## src/rtl/tft_video_decoder.sv

```systemverilog
// tft_video_decoder: recovers pixel coordinates, frame strobes, frame count and lock from TFT den/hsync/vsync timing.
// Define TFT_DEC_CHECK_EN to enable line/frame length checking and the sticky err flag.
module tft_video_decoder #(
  parameter int H_ACTIVE   = 800,
  parameter int V_ACTIVE   = 480,
  parameter int VBLANK_MIN = 8,
  parameter int XW         = 11,
  parameter int YW         = 10
) (
  input  logic          clk,
  input  logic          rst,
  input  logic          den,
  input  logic          hsync,
  input  logic          vsync,
  input  logic [7:0]    R,
  input  logic [7:0]    G,
  input  logic [7:0]    B,
  output logic          pix_valid,
  output logic [XW-1:0] pix_x,
  output logic [YW-1:0] pix_y,
  output logic [23:0]   pix_rgb,
  output logic          sof,
  output logic          eol,
  output logic          locked,
  output logic [15:0]   frame_cnt,
  output logic          err
);
  localparam int IW = $clog2(VBLANK_MIN + 1);
  localparam logic [1:0] HUNT = 2'd0, WAIT = 2'd1, ACTIVE = 2'd2;
  localparam logic [XW-1:0] HA   = XW'(H_ACTIVE);
  localparam logic [XW-1:0] HMAX = XW'(H_ACTIVE - 1);
  localparam logic [YW-1:0] VMAX = YW'(V_ACTIVE - 1);
  localparam logic [IW-1:0] IMAX = IW'(VBLANK_MIN);

  logic          den_q, den_qq, hs_q, hs_qq, vs_q, vs_qq;
  logic [23:0]   rgb_q;
  logic [1:0]    st, st_n;
  logic [IW-1:0] idle_lines;
  logic          line_den, vs_seen;
  logic [XW-1:0] cnt, x_n;
  logic          rise, hs_fall, vs_fall, blank, act, fs, fend, ovr, valid_n, lock_ok;

  assign rise    = den_q & ~den_qq;
  assign hs_fall = ~hs_q & hs_qq;
  assign vs_fall = ~vs_q & vs_qq;
  assign blank   = idle_lines == IMAX;
  assign act     = st == ACTIVE;
  assign fs      = rise & (blank | vs_seen | vs_fall);
  assign fend    = act & (blank | fs);
  assign ovr     = act & rise & ~fs & (pix_y == VMAX);
  assign st_n    = fs ? ACTIVE : ovr ? HUNT : (fend | (st == HUNT & (blank | vs_fall))) ? WAIT : st;
  // cnt is the number of den-high cycles seen in the current run, saturating at H_ACTIVE
  assign valid_n = den_q & (st_n == ACTIVE) & (rise | cnt < HA);
  assign x_n     = rise ? '0 : (den_q & cnt < HA) ? cnt : pix_x;

  always_ff @(posedge clk or negedge rst)
    if (!rst) begin
      {den_q, den_qq, hs_q, hs_qq, vs_q, vs_qq} <= '0;
      rgb_q      <= '0;
      st         <= HUNT;
      idle_lines <= '0;
      line_den   <= 1'b0;
      vs_seen    <= 1'b0;
      cnt        <= '0;
      pix_valid  <= 1'b0;
      pix_x      <= '0;
      pix_y      <= '0;
      pix_rgb    <= '0;
      sof        <= 1'b0;
      eol        <= 1'b0;
      locked     <= 1'b0;
      frame_cnt  <= '0;
    end else begin
      {den_qq, hs_qq, vs_qq} <= {den_q, hs_q, vs_q};
      {den_q, hs_q, vs_q}    <= {den, hsync, vsync};
      rgb_q      <= {R, G, B};
      st         <= st_n;
      idle_lines <= den_q ? '0 : (hs_fall & ~line_den & ~blank) ? idle_lines + 1'b1 : idle_lines;
      line_den   <= hs_fall ? den_q : line_den | den_q;
      vs_seen    <= den_q ? 1'b0 : vs_seen | vs_fall;
      cnt        <= rise ? XW'(1) : (den_q & cnt < HA) ? cnt + 1'b1 : cnt;
      pix_valid  <= valid_n;
      pix_x      <= x_n;
      pix_y      <= fs ? '0 : (act & rise & ~ovr) ? pix_y + 1'b1 : pix_y;
      pix_rgb    <= rgb_q;
      sof        <= fs;
      eol        <= valid_n & (x_n == HMAX);
      locked     <= ovr ? 1'b0 : fend ? lock_ok : locked;
      frame_cnt  <= frame_cnt + {15'd0, fs};
    end

`ifdef TFT_DEC_CHECK_EN
  logic bad, prot;
  // protocol faults only matter while a frame is being tracked
  assign prot    = (act | fs) & ((~den_q & den_qq & cnt < HA) | (den_q & ~rise & cnt >= HA) | (rise & ~hs_q));
  assign lock_ok = ~bad & (pix_y == VMAX);
  always_ff @(posedge clk or negedge rst)
    if (!rst) begin
      bad <= 1'b0;
      err <= 1'b0;
    end else begin
      bad <= fs ? prot : bad | prot;
      err <= err | prot | ovr | (fend & ~lock_ok);
    end
`else
  assign lock_ok = 1'b1;
  assign err     = 1'b0;
`endif
endmodule

```

## config.mk

```make
export PLATFORM = sky130hd
export DESIGN_NAME = tft_video_decoder
export DESIGN_NICKNAME = d
export VERILOG_FILES = /design/src/rtl/tft_video_decoder.sv
export SDC_FILE = /design/constraint.sdc
export NUM_CORES = 1
export LEC_CHECK = 0
export ABC_CLOCK_PERIOD_IN_PS = 2630
export CAP_MARGIN = 25
export CORE_MARGIN = 3
export CORE_UTILIZATION = 45
export CTS_CLUSTER_DIAMETER = 50
export DETAILED_ROUTE_END_ITERATION = 6
export PLACE_DENSITY = 0.76
export REMOVE_ABC_BUFFERS = 1
export SLEW_MARGIN = 15
export SYNTH_ARGS = -nofsm -noshare
export SYNTH_HDL_FRONTEND = slang
export SYNTH_SLANG_ARGS = --single-unit
```

## constraint.sdc

```tcl
create_clock -name clk -period 2.63 [get_ports clk]
set_input_delay 0.263 -clock clk [delete_from_list [all_inputs] [get_ports clk]]
set_output_delay 0.263 -clock clk [all_outputs]
set_load 0.03 [all_outputs]
```

== Word level (Yosys, flattened, before mapping) ==
Cells that the tools add are included.

* Memories: 0
* Logic and storage cells: 81
* Latch bits: 0
* ROM bits: 0
* Bits of input ports: 29
* Output and inout bits: 66
* Bits in registers: 114
* RAM bits: 0

* Shifts and indexed selects: 0
* Muxes and demuxes: 15
* Bitwise logic cells: 31
* Divide/modulo/power cells: 0
* $add $sub $neg: 4
* Order comparisons: 1
* Multipliers: 0
* Eq/ne operators: 5
* Reduce and logical (&&, ||, !) cells: 5

{| class="wikitable"
|+ Operator list
! kind !! count
|-
| two-way mux 11 bit || 4
|-
| two-way mux 10 bit || 2
|-
| adder 16 x 1 -> 16 bit || 1
|-
| bitwise AND 1 bit || 16
|-
| adder 11 x 1 -> 11 bit (second input constant) || 1
|-
| == test 11 x 10 -> 1 bit (second input constant) || 1
|-
| less-than comparator 11 x 10 -> 1 bit (second input constant) || 1
|-
| adder 10 x 1 -> 10 bit (second input constant) || 1
|-
| == test 10 x 9 -> 1 bit (second input constant) || 1
|-
| two-way mux 4 bit || 2
|-
| bitwise OR 1 bit || 8
|-
| nonzero test 2 bit || 4
|-
| NOT 1 bit || 7
|-
| two-way mux 2 bit || 3
|-
| adder 4 x 1 -> 4 bit (second input constant) || 1
|-
| == test 2 bit (second input constant) || 2
|-
| == test 4 bit (second input constant) || 1
|-
| two-way mux 1 bit || 4
|-
| logical NOT 2 bit || 1
|}

== Depth between registers and ports, before layout ==
* Depth in word-level cells: 14
* Mapped depth: 12
* Gate-level depth less buffers: 11

== Worst setup path before layout ==
No wires, ideal clock.

* Kind: register to register
* Start point: reg idle_lines[0]
* End point: reg frame_cnt[12]
* Data required time: 2.550 ns
* Clock period less this slack: 2.541 ns
* Path buffers: 1
* Stages on the path, launching flop included: 13
* Library setup time: 0.080 ns
* Arrival time: 2.460 ns
* Slack: 0.089 ns
* Cell sequence: dfrtp_1 inv_1 ha_1 and3b_1 nor3_4 or2b_2 inv_1 buf_2 ha_1 ha_1 nand3_1 nor2_1 xor2_1

* Word-level cells in the longest chain between the ends: 5

{| class="wikitable"
|+ Ends and longest elaborated chain
! what !! RTL line !! RTL
|-
| from (decl) || 38 || <nowiki>logic [IW-1:0] idle_lines;</nowiki>
|-
| from (signal assigned) || 78 || <nowiki>idle_lines <= den_q ? '0 : (hs_fall & ~line_den & ~blank) ? idle_lines + 1'b1 : idle_lines;</nowiki>
|-
| == test 4 bit || 46 || <nowiki>assign blank = idle_lines == IMAX;</nowiki>
|-
| bitwise OR 1 bit (2 in series) || 48 || <nowiki>assign fs = rise & (blank | vs_seen | vs_fall);</nowiki>
|-
| bitwise AND 1 bit || 48 ||
|-
| net fs || 41 || <nowiki>logic rise, hs_fall, vs_fall, blank, act, fs, fend, ovr, valid_n, lock_ok;</nowiki>
|-
| adder 16 x 1 -> 16 bit || 89 || <nowiki>frame_cnt <= frame_cnt + {15'd0, fs};</nowiki>
|-
| to (signal assigned) || 89 ||
|-
| to (decl) || 25 || <nowiki>output logic [15:0] frame_cnt,</nowiki>
|}

The timed path passes the listed nets, and every way through them passes these cells.
A chain may end at the register's enable or synchronous reset.

== Worst setup path after layout ==
* Start point: reg idle_lines[0]
* End point: reg frame_cnt[12]

* Word-level cells in the longest chain between the ends: 5

{| class="wikitable"
|+ Ends and longest elaborated chain
! what !! RTL line
|-
| == test 4 bit || 46
|-
| bitwise OR 1 bit (2 in series) || 48
|-
| bitwise AND 1 bit || 48
|-
| adder 16 x 1 -> 16 bit || 89
|}

Every way passes these cells.

==> results.md <==
- Outcome: finished, final reports clean
- CTS max path bufs: 2
- CP required: 3.02 ns
- H-tree depth: 4
- Root Buffer Master: clkbuf_8
- Fin. Hold Viols: 0
- Final cycle utilization of the critical path: 0.919
- CTS clk-pin slew, worst paths: 0.06 ns
- First-pass GRT wire length: 14.6 mm
- Gpl congestion: 0.806
- Post-route ant nets: 0
- Remaining DRCs: 0
- Static Leak: 2.60 nW
- Crit Path Class: flip-flop to flip-flop
- PortBufs: 93
- Max IR drop VDD: 552 uV
- Pwr dens: 840 nW/um^2
- Yosys reg bits: 114
- Yosys top cell by area: dfrtp_1
- Slew Limit Headroom: 0.582
- Minimum clock period: 2.42 ns
- Setup violators final: 0
- Share of cells above drive strength 1: 0.128
- Synth top area share: 0.666
- WP data arrival: 2.81 ns
- Achievable frequency: 0.414 GHz
- DR iter-0 viols: 83
- Yosys warns: 0
- Number of antenna diodes: 0
- Total GRT Usage: 0.170
- Ranking of synthesized cells by area: dfrtp_1, xnor2_1, nor2_1
- Core Area: 8980 um^2
- Worst Tran Pin Value: 0.627 ns
- Crit start category: flip-flop
- Post-synthesis cell count: 330
- Setup Skew: 0.0143 ns
- Number of setup buffers added after CTS: 0
- Fill cells: 629
- Vias post-DR: 2847
- Hold WC Path Type: primary input to flip-flop
- Mapped cell area: 4280 um^2
- P&R area growth vs syn: 40.3%
- Pin count of the biggest net entering global routing: 52
- Unrepaired setup endpoints after global routing: false
- PnR worst setup slack: 0.212 ns
- Number of global-route vias before repair: 3009
- Die W: 104 um
- CTS tree: built
- Max-slew violations: 0
- Routed len/inst: 14.9 um
- DP HPWL: 5.68 mm
- Clk_lat worst skew: 0.51 ns
- Crit. End Element: flip-flop
- Clock Sink Count: 114
- Cell variety after synth: 49
- Drt total wl: 8.63 mm
- CTS Buf Count: 17
- Register area share after synthesis: 0.666
- MaxCap Viol Count: 0
- Mapped Avg Cell Area: 13.0 um^2
- Vias/cell: 4.91
- Crit Path Max Fanout: 7
- Async SR Flop Fraction: 1.00
- Starting Density: 0.477
- Initial antenna violation count: 0
- Row cnt: 34
- Die height: 104 um
- Place WS: 0.0306 ns
- Synth Flop Type: dfrtp_1
- Detailed Routing Iterations Pass 1: 4
- Setup TNS: 0 ns
- Post-synth EDFFs: 0
- I/O Pins: 95
- Final nets: 476
- Die area: 10700 um^2
- GR Overflow Total: 0
path summary, 6_finish.rpt:
| kind | from | end | slack (ns) | cells after the start |
|---|---|---|---|---|
| worst max-delay path | idle_lines[0]$_DFFE_PN0P_ | frame_cnt[12]$_DFF_PN0_ | 0.21 | 11 |
| worst min-delay path | R[3] | rgb_q[19]$_DFF_PN0_ | 0.19 | 1 |
| worst max register to register | idle_lines[0]$_DFFE_PN0P_ | frame_cnt[12]$_DFF_PN0_ | 0.21 | 11 |
| worst min register to register | rgb_q[3]$_DFF_PN0_ | pix_rgb[3]$_DFF_PN0_ | 0.34 | 0 |
| max in group asynchronous | rst | rgb_q[10]$_DFF_PN0_ | 1.57 | 3 |
| min in group asynchronous | rst | rgb_q[17]$_DFF_PN0_ | 0.33 | 2 |
final cells by class:
class                      instances  area [um^2]  area share
sequential                       114         2850       0.475
multi-input combinational        200         1370       0.228
timing repair buffer              99          988       0.165
clock buffer                      18          428      0.0712
clock inverter                    14          178      0.0296
tap                              126          158      0.0262
inverter                           9         33.8     0.00562
where the power goes:
| part | internal, mW | switching [mW] |
|---|---|---|
| Clock | 1.48 | 0.831 |
| Sequential | 1.90 | 0.142 |
| Combinational | 0.302 | 0.396 |
| Total | 3.68 | 1.37 |
state kept, by name, indices dropped and copies added (netlist names), 2 cells and up:
| name | cells |
|---|---|
| pix_y | 10 |
| pix_x | 11 |
| rgb_q | 24 |
| st | 2 |
| cnt | 11 |
| idle_lines | 4 |
| frame_cnt | 16 |
| pix_rgb | 24 |
layout by cell type (no fill, tap or decap), drive strengths merged, types with 8 or more instances in the layout:
| master | netlist | final |
|---|---|---|
| dfrtp | 114 | 114 |
| clkdlybuf4s50 | 0 | 92 |
| nor2 | 43 | 43 |
| nand2 | 26 | 26 |
| xnor2 | 20 | 20 |
| clkbuf | 3 | 18 |
| nand3 | 15 | 15 |
| inv | 9 | 13 |
| xor2 | 12 | 12 |
| mux2i | 10 | 10 |
| a21oi | 8 | 8 |
worst max-delay path, cell delays in order, from the launching register on:
cell and delay, ns:
dfrtp_1 0.40, inv_1 0.06, ha_1 0.20, and3b_2 0.26, nor3_4 0.33, or2b_2 0.23, inv_1 0.08, ha_2 0.21
ha_2 0.21, nand3_2 0.13, nor2_1 0.06, xor2_1 0.13
cell families after synthesis:
kind of cell,share of synthesized area
and+or+nand+nor,0.150
DFF,0.666
xor gates and xnor gates,0.0655
AOI/OAI and AO/OA,0.0596
buffers and inverters,0.0170
muxes,0.0234
adders and majority gates,0.0175
other,0.000876
cell usage after synthesis (all sizes together) (6+ instances only):
master / n
dfrtp: 114
nor2: 43
nand2: 26
xnor2: 20
nand3: 15
xor2: 12
mux2i: 10
inv: 9
a21oi: 8
ha: 6
nor3: 6
per-stage QoR:
step	util	hold WS (ns)	instance area [um^2]	power, mW	cells
after floorplan	-	-0.0326	4240	2.42	323
after global placement	0.599	0.326	5380	2.75	547
after CTS	0.668	0.175	5990	5.10	580
final	0.669	0.188	6010	5.05	580
after global routing	0.669	0.181	6010	5.24	580
after detailed placement	0.599	0.332	5380	2.77	547
layer usage:
metal	track usage	part of all wire
met5	0	0
met4	0.0817	0.021
met3	0.0759	0.10
met2	0.269	0.48
met1	0.199	0.40
timing repair:
| item | CTS | global route |
|---|---|---|
| gates resized for setup | 0 | 5 |
| hold buffers | 1 | 0 |
| hold endpoints to repair | 49 | 0 |
| endpoints found under the setup margin | 0 | 5 |
Note: power is estimated with default switching activity, not from simulation.
